### config.mk
export PLATFORM = sky130hd
export DESIGN_NAME = csr_sys_seq
export DESIGN_NICKNAME = d
export VERILOG_FILES = /design/src/rtl/csr_seq_pkg.sv /design/src/rtl/csr_rmw_alu.sv /design/src/rtl/csr_sys_seq.sv
export SDC_FILE = /design/constraint.sdc
export NUM_CORES = 1
export LEC_CHECK = 0
export CAP_MARGIN = 20
export CORE_AREA = 2 2 189 191
export CTS_BUF_LIST = sky130_fd_sc_hd__clkbuf_8
export DETAILED_ROUTE_END_ITERATION = 12
export DIE_AREA = 0 0 191 193
export RECOVER_POWER = 100
export SLEW_MARGIN = 20
export SYNTH_ARGS = -nofsm -noshare
export SYNTH_HDL_FRONTEND = slang
export SYNTH_SLANG_ARGS = --single-unit
### constraint.sdc
create_clock -name clk -period 2 [get_ports clk]
set_input_delay 0.3 -clock clk [delete_from_list [all_inputs] [get_ports clk]]
set_output_delay 0.3 -clock clk [all_outputs]
set_load 0.03 [all_outputs]
### src/rtl/csr_seq_pkg.sv
// Shared definitions for the system-instruction sequencer: SYSOP cause codes,
// machine CSR addresses, mcause values and the sequencer state encoding.
// Purpose: constants/types only. Latency: n/a. Backpressure: n/a.
package csr_seq_pkg;

  // SYSOP cause codes from the execute-stage decode
  localparam logic [4:0] SYSOP_NONE   = 5'd0;
  localparam logic [4:0] SYSOP_ECALL  = 5'd1;
  localparam logic [4:0] SYSOP_EBREAK = 5'd2;
  localparam logic [4:0] SYSOP_RET    = 5'd3;
  localparam logic [4:0] SYSOP_CSR_W  = 5'd4;
  localparam logic [4:0] SYSOP_CSR_S  = 5'd5;
  localparam logic [4:0] SYSOP_CSR_C  = 5'd6;

  // Machine-mode CSR addresses touched by the sequencer
  localparam logic [11:0] CSR_MSTATUS = 12'h300;
  localparam logic [11:0] CSR_MTVEC   = 12'h305;
  localparam logic [11:0] CSR_MEPC    = 12'h341;
  localparam logic [11:0] CSR_MCAUSE  = 12'h342;
  localparam logic [11:0] CSR_MTVAL   = 12'h343;

  // mcause exception codes
  localparam logic [63:0] MCAUSE_ILLEGAL_INSN = 64'd2;
  localparam logic [63:0] MCAUSE_BREAKPOINT   = 64'd3;
  localparam logic [63:0] MCAUSE_ECALL_M      = 64'd11;

  typedef enum logic [3:0] {
    ST_IDLE,
    ST_CSR_RD,
    ST_CSR_WR,
    ST_TRAP_EPC,
    ST_TRAP_CAUSE,
    ST_TRAP_TVAL,
    ST_VEC_RD,
    ST_VEC_WAIT,
    ST_RET_RD,
    ST_RET_WAIT,
    ST_FIN
  } seq_state_e;

  function automatic logic is_csr_op(input logic [4:0] op);
    return (op == SYSOP_CSR_W) || (op == SYSOP_CSR_S) || (op == SYSOP_CSR_C);
  endfunction

endpackage

### src/rtl/csr_rmw_alu.sv
// Read-modify-write datapath for CSR ops: new value and write enable from op/old/src.
// Latency: combinational. Backpressure: none.
// Ports: i_op (SYSOP code), i_old (current CSR value), i_src (rs1/zimm),
//        o_new (value to write), o_we (write needed; set/clear with zero src skip it).
module csr_rmw_alu
  import csr_seq_pkg::*;
#(
  parameter int XLEN = 64
) (
  input  logic [4:0]      i_op,
  input  logic [XLEN-1:0] i_old,
  input  logic [XLEN-1:0] i_src,
  output logic [XLEN-1:0] o_new,
  output logic            o_we
);

  always_comb begin
    o_new = i_old;
    o_we  = 1'b0;
    case (i_op)
      SYSOP_CSR_W: begin
        o_new = i_src;
        o_we  = 1'b1;
      end
      SYSOP_CSR_S: begin
        o_new = i_old | i_src;
        o_we  = |i_src;
      end
      SYSOP_CSR_C: begin
        o_new = i_old & ~i_src;
        o_we  = |i_src;
      end
      default: ;
    endcase
  end

endmodule

### src/rtl/csr_sys_seq.sv
// Multi-cycle sequencer for system ops: CSR read-modify-write, trap entry, mret.
// Latency: CSR op / mret 3 cycles accept->done, trap entry 6 cycles; unknown op err next cycle.
// Backpressure: req_ready high only in IDLE; one op in flight, next accept the cycle after done.
// Ports: req_* (op in, valid/ready), csr_re/raddr/rdata (read port, 1-cycle data),
//        csr_we/waddr/wdata (write port), rd_we/rd_wdata (old CSR value writeback),
//        redirect_valid/pc (pc redirect pulse), done/err (completion / unknown-op pulses).
// Optional: define CSR_SEQ_RO_TRAP_EN to turn writes to read-only CSRs into an
// illegal-instruction trap instead of issuing them.
module csr_sys_seq
  import csr_seq_pkg::*;
#(
  parameter int XLEN   = 64,
  parameter int CSR_AW = 12
) (
  input  logic              clk,
  input  logic              rst,
  input  logic              req_valid,
  output logic              req_ready,
  input  logic [4:0]        req_cause,
  input  logic [XLEN-1:0]   req_tval,
  input  logic [XLEN-1:0]   req_pc,
  input  logic [XLEN-1:0]   req_src,
  output logic              csr_re,
  output logic [CSR_AW-1:0] csr_raddr,
  input  logic [XLEN-1:0]   csr_rdata,
  output logic              csr_we,
  output logic [CSR_AW-1:0] csr_waddr,
  output logic [XLEN-1:0]   csr_wdata,
  output logic              rd_we,
  output logic [XLEN-1:0]   rd_wdata,
  output logic              redirect_valid,
  output logic [XLEN-1:0]   redirect_pc,
  output logic              done,
  output logic              err
);

  seq_state_e        r_state;
  seq_state_e        w_next;
  logic [4:0]        r_cause;
  logic [XLEN-1:0]   r_tval;
  logic [XLEN-1:0]   r_pc;
  logic [XLEN-1:0]   r_src;
  logic [XLEN-1:0]   r_mcause;
  logic [XLEN-1:0]   r_mtval;
  logic              r_err;

  logic              w_accept;
  logic [CSR_AW-1:0] w_addr;
  logic [XLEN-1:0]   w_new;
  logic              w_alu_we;
  logic              w_ro_trap;
  logic              w_unused;

  assign w_accept = req_valid && (r_state == ST_IDLE);
  assign w_addr   = r_tval[CSR_AW-1:0];
  // Only the CSR address field of tval is consumed.
  assign w_unused = ^r_tval[XLEN-1:CSR_AW];

  csr_rmw_alu #(.XLEN(XLEN)) u_alu (
    .i_op  (r_cause),
    .i_old (csr_rdata),
    .i_src (r_src),
    .o_new (w_new),
    .o_we  (w_alu_we)
  );

`ifdef CSR_SEQ_RO_TRAP_EN
  // Top two address bits 2'b11 mark a read-only CSR; only a real write traps.
  assign w_ro_trap = (w_addr[CSR_AW-1:CSR_AW-2] == 2'b11) && w_alu_we;
`else
  assign w_ro_trap = 1'b0;
`endif

  // State register
  always_ff @(posedge clk) begin
    if (rst) r_state <= ST_IDLE;
    else     r_state <= w_next;
  end

  // Operand latches and trap payload
  always_ff @(posedge clk) begin
    if (rst) begin
      r_cause  <= SYSOP_NONE;
      r_tval   <= '0;
      r_pc     <= '0;
      r_src    <= '0;
      r_mcause <= '0;
      r_mtval  <= '0;
      r_err    <= 1'b0;
    end else begin
      r_err <= w_accept && (req_cause > SYSOP_CSR_C);
      if (w_accept) begin
        r_cause <= req_cause;
        r_tval  <= req_tval;
        r_pc    <= req_pc;
        r_src   <= req_src;
        if (req_cause == SYSOP_EBREAK) begin
          r_mcause <= XLEN'(MCAUSE_BREAKPOINT);
          r_mtval  <= req_pc;
        end else begin
          r_mcause <= XLEN'(MCAUSE_ECALL_M);
          r_mtval  <= '0;
        end
      end else if (r_state == ST_CSR_WR && w_ro_trap) begin
        r_mcause <= XLEN'(MCAUSE_ILLEGAL_INSN);
        r_mtval  <= XLEN'(w_addr);
      end
    end
  end

  // Next-state logic
  always_comb begin
    w_next = r_state;
    case (r_state)
      ST_IDLE: begin
        if (w_accept) begin
          if (req_cause == SYSOP_ECALL || req_cause == SYSOP_EBREAK) w_next = ST_TRAP_EPC;
          else if (req_cause == SYSOP_RET)                          w_next = ST_RET_RD;
          else if (is_csr_op(req_cause))                            w_next = ST_CSR_RD;
          else                                                      w_next = ST_IDLE;
        end
      end
      ST_CSR_RD:     w_next = ST_CSR_WR;
      ST_CSR_WR:     w_next = w_ro_trap ? ST_TRAP_EPC : ST_FIN;
      ST_TRAP_EPC:   w_next = ST_TRAP_CAUSE;
      ST_TRAP_CAUSE: w_next = ST_TRAP_TVAL;
      ST_TRAP_TVAL:  w_next = ST_VEC_RD;
      ST_VEC_RD:     w_next = ST_VEC_WAIT;
      ST_VEC_WAIT:   w_next = ST_FIN;
      ST_RET_RD:     w_next = ST_RET_WAIT;
      ST_RET_WAIT:   w_next = ST_FIN;
      ST_FIN:        w_next = ST_IDLE;
      default:       w_next = ST_IDLE;
    endcase
  end

  // Outputs: purely state-decoded, so each state owns at most one CSR port.
  always_comb begin
    req_ready      = 1'b0;
    csr_re         = 1'b0;
    csr_raddr      = '0;
    csr_we         = 1'b0;
    csr_waddr      = '0;
    csr_wdata      = '0;
    rd_we          = 1'b0;
    rd_wdata       = '0;
    redirect_valid = 1'b0;
    redirect_pc    = '0;
    done           = 1'b0;
    case (r_state)
      ST_IDLE: req_ready = 1'b1;
      ST_CSR_RD: begin
        csr_re    = 1'b1;
        csr_raddr = w_addr;
      end
      ST_CSR_WR: begin
        // A trapping write leaves both the CSR and rd untouched.
        if (!w_ro_trap) begin
          rd_we     = 1'b1;
          rd_wdata  = csr_rdata;
          csr_we    = w_alu_we;
          csr_waddr = w_alu_we ? w_addr : '0;
          csr_wdata = w_alu_we ? w_new : '0;
        end
      end
      ST_TRAP_EPC: begin
        csr_we    = 1'b1;
        csr_waddr = CSR_AW'(CSR_MEPC);
        csr_wdata = r_pc;
      end
      ST_TRAP_CAUSE: begin
        csr_we    = 1'b1;
        csr_waddr = CSR_AW'(CSR_MCAUSE);
        csr_wdata = r_mcause;
      end
      ST_TRAP_TVAL: begin
        csr_we    = 1'b1;
        csr_waddr = CSR_AW'(CSR_MTVAL);
        csr_wdata = r_mtval;
      end
      ST_VEC_RD: begin
        csr_re    = 1'b1;
        csr_raddr = CSR_AW'(CSR_MTVEC);
      end
      ST_VEC_WAIT: begin
        redirect_valid = 1'b1;
        redirect_pc    = {csr_rdata[XLEN-1:2], 2'b00};
      end
      ST_RET_RD: begin
        csr_re    = 1'b1;
        csr_raddr = CSR_AW'(CSR_MEPC);
      end
      ST_RET_WAIT: begin
        redirect_valid = 1'b1;
        redirect_pc    = {csr_rdata[XLEN-1:1], 1'b0};
      end
      ST_FIN: done = 1'b1;
      default: ;
    endcase
  end

  assign err = r_err;

endmodule

==> results.ini <==
[power_and_ir_drop]
switching_share_pct=28.18
vdd_drop_max_mv=0.3694
power.switching_mw=3.259
p_leak_nw=8.272
p_int_mw=8.306
power_density_nw_per_um2=579.2
pwr-share-clk_pct=37.7
p_comb_share_pct=21.8
sequentialPowerShare_pct=40.5

[route]
drcViolationCount=0
drtPass1Iterations=5
ant_nets=0
wirelength_mm=50.73
drt_iter0_drc=714
vias=12870
routedWlPerCell_um=20.04
via_per_inst=5.081

[global_route]
grt_max_degree=64
grt_usage_pct=24.12
grt_pass1_vias=12130
overflow=0
grt_pass1_wl_mm=68.80
antenna_found_initial=9

[finish]
final_cell_mix=nand2_1, buf_4, dfxtp_1
ff_latch_area_sq_um=4335
stdcell_area_sq_um=19970
fin_cells=2532
fin_util_pct=57.11
drive_gt1_share_pct=35.97
syn2layout_area_growth_pct=88.54
mostFrequentLayoutCell=nand2_1
multi_input_comb_area_sq_um=6790
nFillCells=3151
fin_nets=2301

[yosys]
avgSynthCellArea_sq_um=7.453
seq_area_frac_synth_pct=40.83
ys_types=43
syn-num-nets=1685
synth_cells=1421
postSynth.asyncResetShare_pct=0
synth_area_sq_um=10590
synth_warnings=0
ys.flop_type=dfxtp_1
synth_edf_count=0
synth-seq-cells=216

[worst_setup_path]
cp_max_fo=6
endpoint_kind=output pin
cp.buffers_inverters=6
path_delay_family=simple AND/OR/NAND/NOR gates
cp-startpoint=r_src[58]
path_cells=nor4_4, buf_4, nand4_1, or3_4, o21ai_4, buf_4, buf_12, buf_12, buf_16, o21ai_2, buf_6
crit_arrival_ns=2.76
path_class=reg -> out
startpoint_type=flop
cpPeakStageDelay_ns=0.39
cp.required_ns=1.70
crit_slowest_cell=or3_4
timing.rr.start=r_state[3]

[sta]
drv_slew=0
finalWorstSetupSlack_ns=-1.058
worst_clock_skew_ns=0.02209
finalCritPeriodShare_pct=152.9
rsz0062_at_grt=true
min_period_ns=3.058
setup_viol=407
fmax_mhz=327.1
finalHoldViolCount=0

[floorplan]
die_h_um=193
row_count=69
die_w_um=191
fp.dieArea_sq_um=36860
io_pins=487
initial_utilization_pct=30.29
core_area_sq_um=34960

[placed_design]
place_area_sq_um=17270
gp_congestion=0.8282
dp_hpwl_mm=33.72
numPlacedInstances=2399
port-buffer-count=433

[clocking]
htree_num_levels=2
cts.sinks=216
cts_tree=built
clk_path_buf_depth=3
cts_root_buf=clkbuf_8
clk_pin_slew_worst_paths_ns=0.06
clock_latency_ns=0.53
cts_buffers=40

[worst_hold_path]
hold_path.class=in -> reg
hold_start=rst

[run_status]
violations=setup timing
status=finished, violations left

[job]
drv_cap=0

per-layer routing:
metal / GRT usage, % / vias to the layer above / routed length [um]
met5: 0 / - / 12
met4: 9.928 / 2 / 2207
met3: 4.670 / 127 / 3502
met2: 41.56 / 516 / 24680
met1: 29.49 / 6095 / 20330
li1: - / 6126 / -
final cells by class:
cell class / instances / share of cell area (%)
Antenna cell: 8 / 0.1003
Sequential cell: 216 / 21.71
Timing Repair Buffer: 697 / 36.98
Inverter: 10 / 0.2005
Clock buffer: 51 / 3.515
Clock inverter: 17 / 0.5953
Tap cell: 461 / 2.889
Multi-Input combinational cell: 1072 / 34.01
metrics by stage:
stage	TNS [ns]	hold WS [ns]	setup WS, ns	power, mW
final	-145.28	0.1671	-1.058	11.56
after global routing	-189.08	0.1573	-1.162	12.10
after CTS	-125.68	0.1359	-1.140	11.52
after detailed placement	-79.25	0.4463	-1.122	7.096
after global placement	-75.93	0.4410	-1.079	7.073
after floorplan	-4.994	0.4317	-0.1075	5.798
power by group through the flow:
| stage | Sequential, mW | Clock (mW) | Combinational [mW] |
|---|---|---|---|
| after floorplan | 4.77 | 0 | 1.03 |
| final | 4.69 | 4.36 | 2.52 |
| after CTS | 4.68 | 4.47 | 2.37 |
| after detailed placement | 4.77 | 0 | 2.33 |
| after global routing | 4.71 | 4.67 | 2.72 |
| after global placement | 4.76 | 0 | 2.32 |
registers in the layout, summed over array words and instances, names as in the netlist:
signal,flops
r_mtval,64
r_pc,64
r_src,64
r_tval,12
r_cause,5
r_state,4
r_mcause,2
err,1
synthesized netlist by cell type, drive strengths merged (4+ instances only):
cell type | number | area share (%)
a21o | 4 | 0.28
a21oi | 177 | 8.4
nand3 | 6 | 0.28
inv | 10 | 0.35
a22oi | 170 | 12
nor2b | 60 | 3.5
dfxtp | 216 | 41
clkbuf | 85 | 3.0
nand2b | 4 | 0.24
buf | 38 | 2.1
and2 | 130 | 7.7
nor4 | 23 | 1.4
o21ai | 73 | 3.7
nor2 | 71 | 2.5
nand2 | 323 | 12
cell families after synthesis:
group | Yosys count | synth area share (%)
buffers and inverters | 133 | 5.494
and+or+nand+nor | 634 | 28.27
AOI/OAI and AO/OA | 433 | 25.00
muxes | 2 | 0.2008
other | 1 | 0.03541
DFF | 216 | 40.83
xor gates and xnor gates | 2 | 0.1654
repair_timing:
action                     in CTS  in global routing
pin swaps                      10                 73
resized for setup             510                215
cloned                          8                 15
setup endpoints to repair     225                370
setup buffers                  17                 23
hold buffers                    0                  0
worst paths after layout:
check,to,slack [ns],cells after the start
worst max-delay path,csr_wdata[53],-1.06,11
worst min register to register,r_pc[32],0.45,2
worst max register to register,r_src[44],-0.27,11
worst min-delay path,r_mcause[1],0.17,2
(Power assumes the default switching activity.)
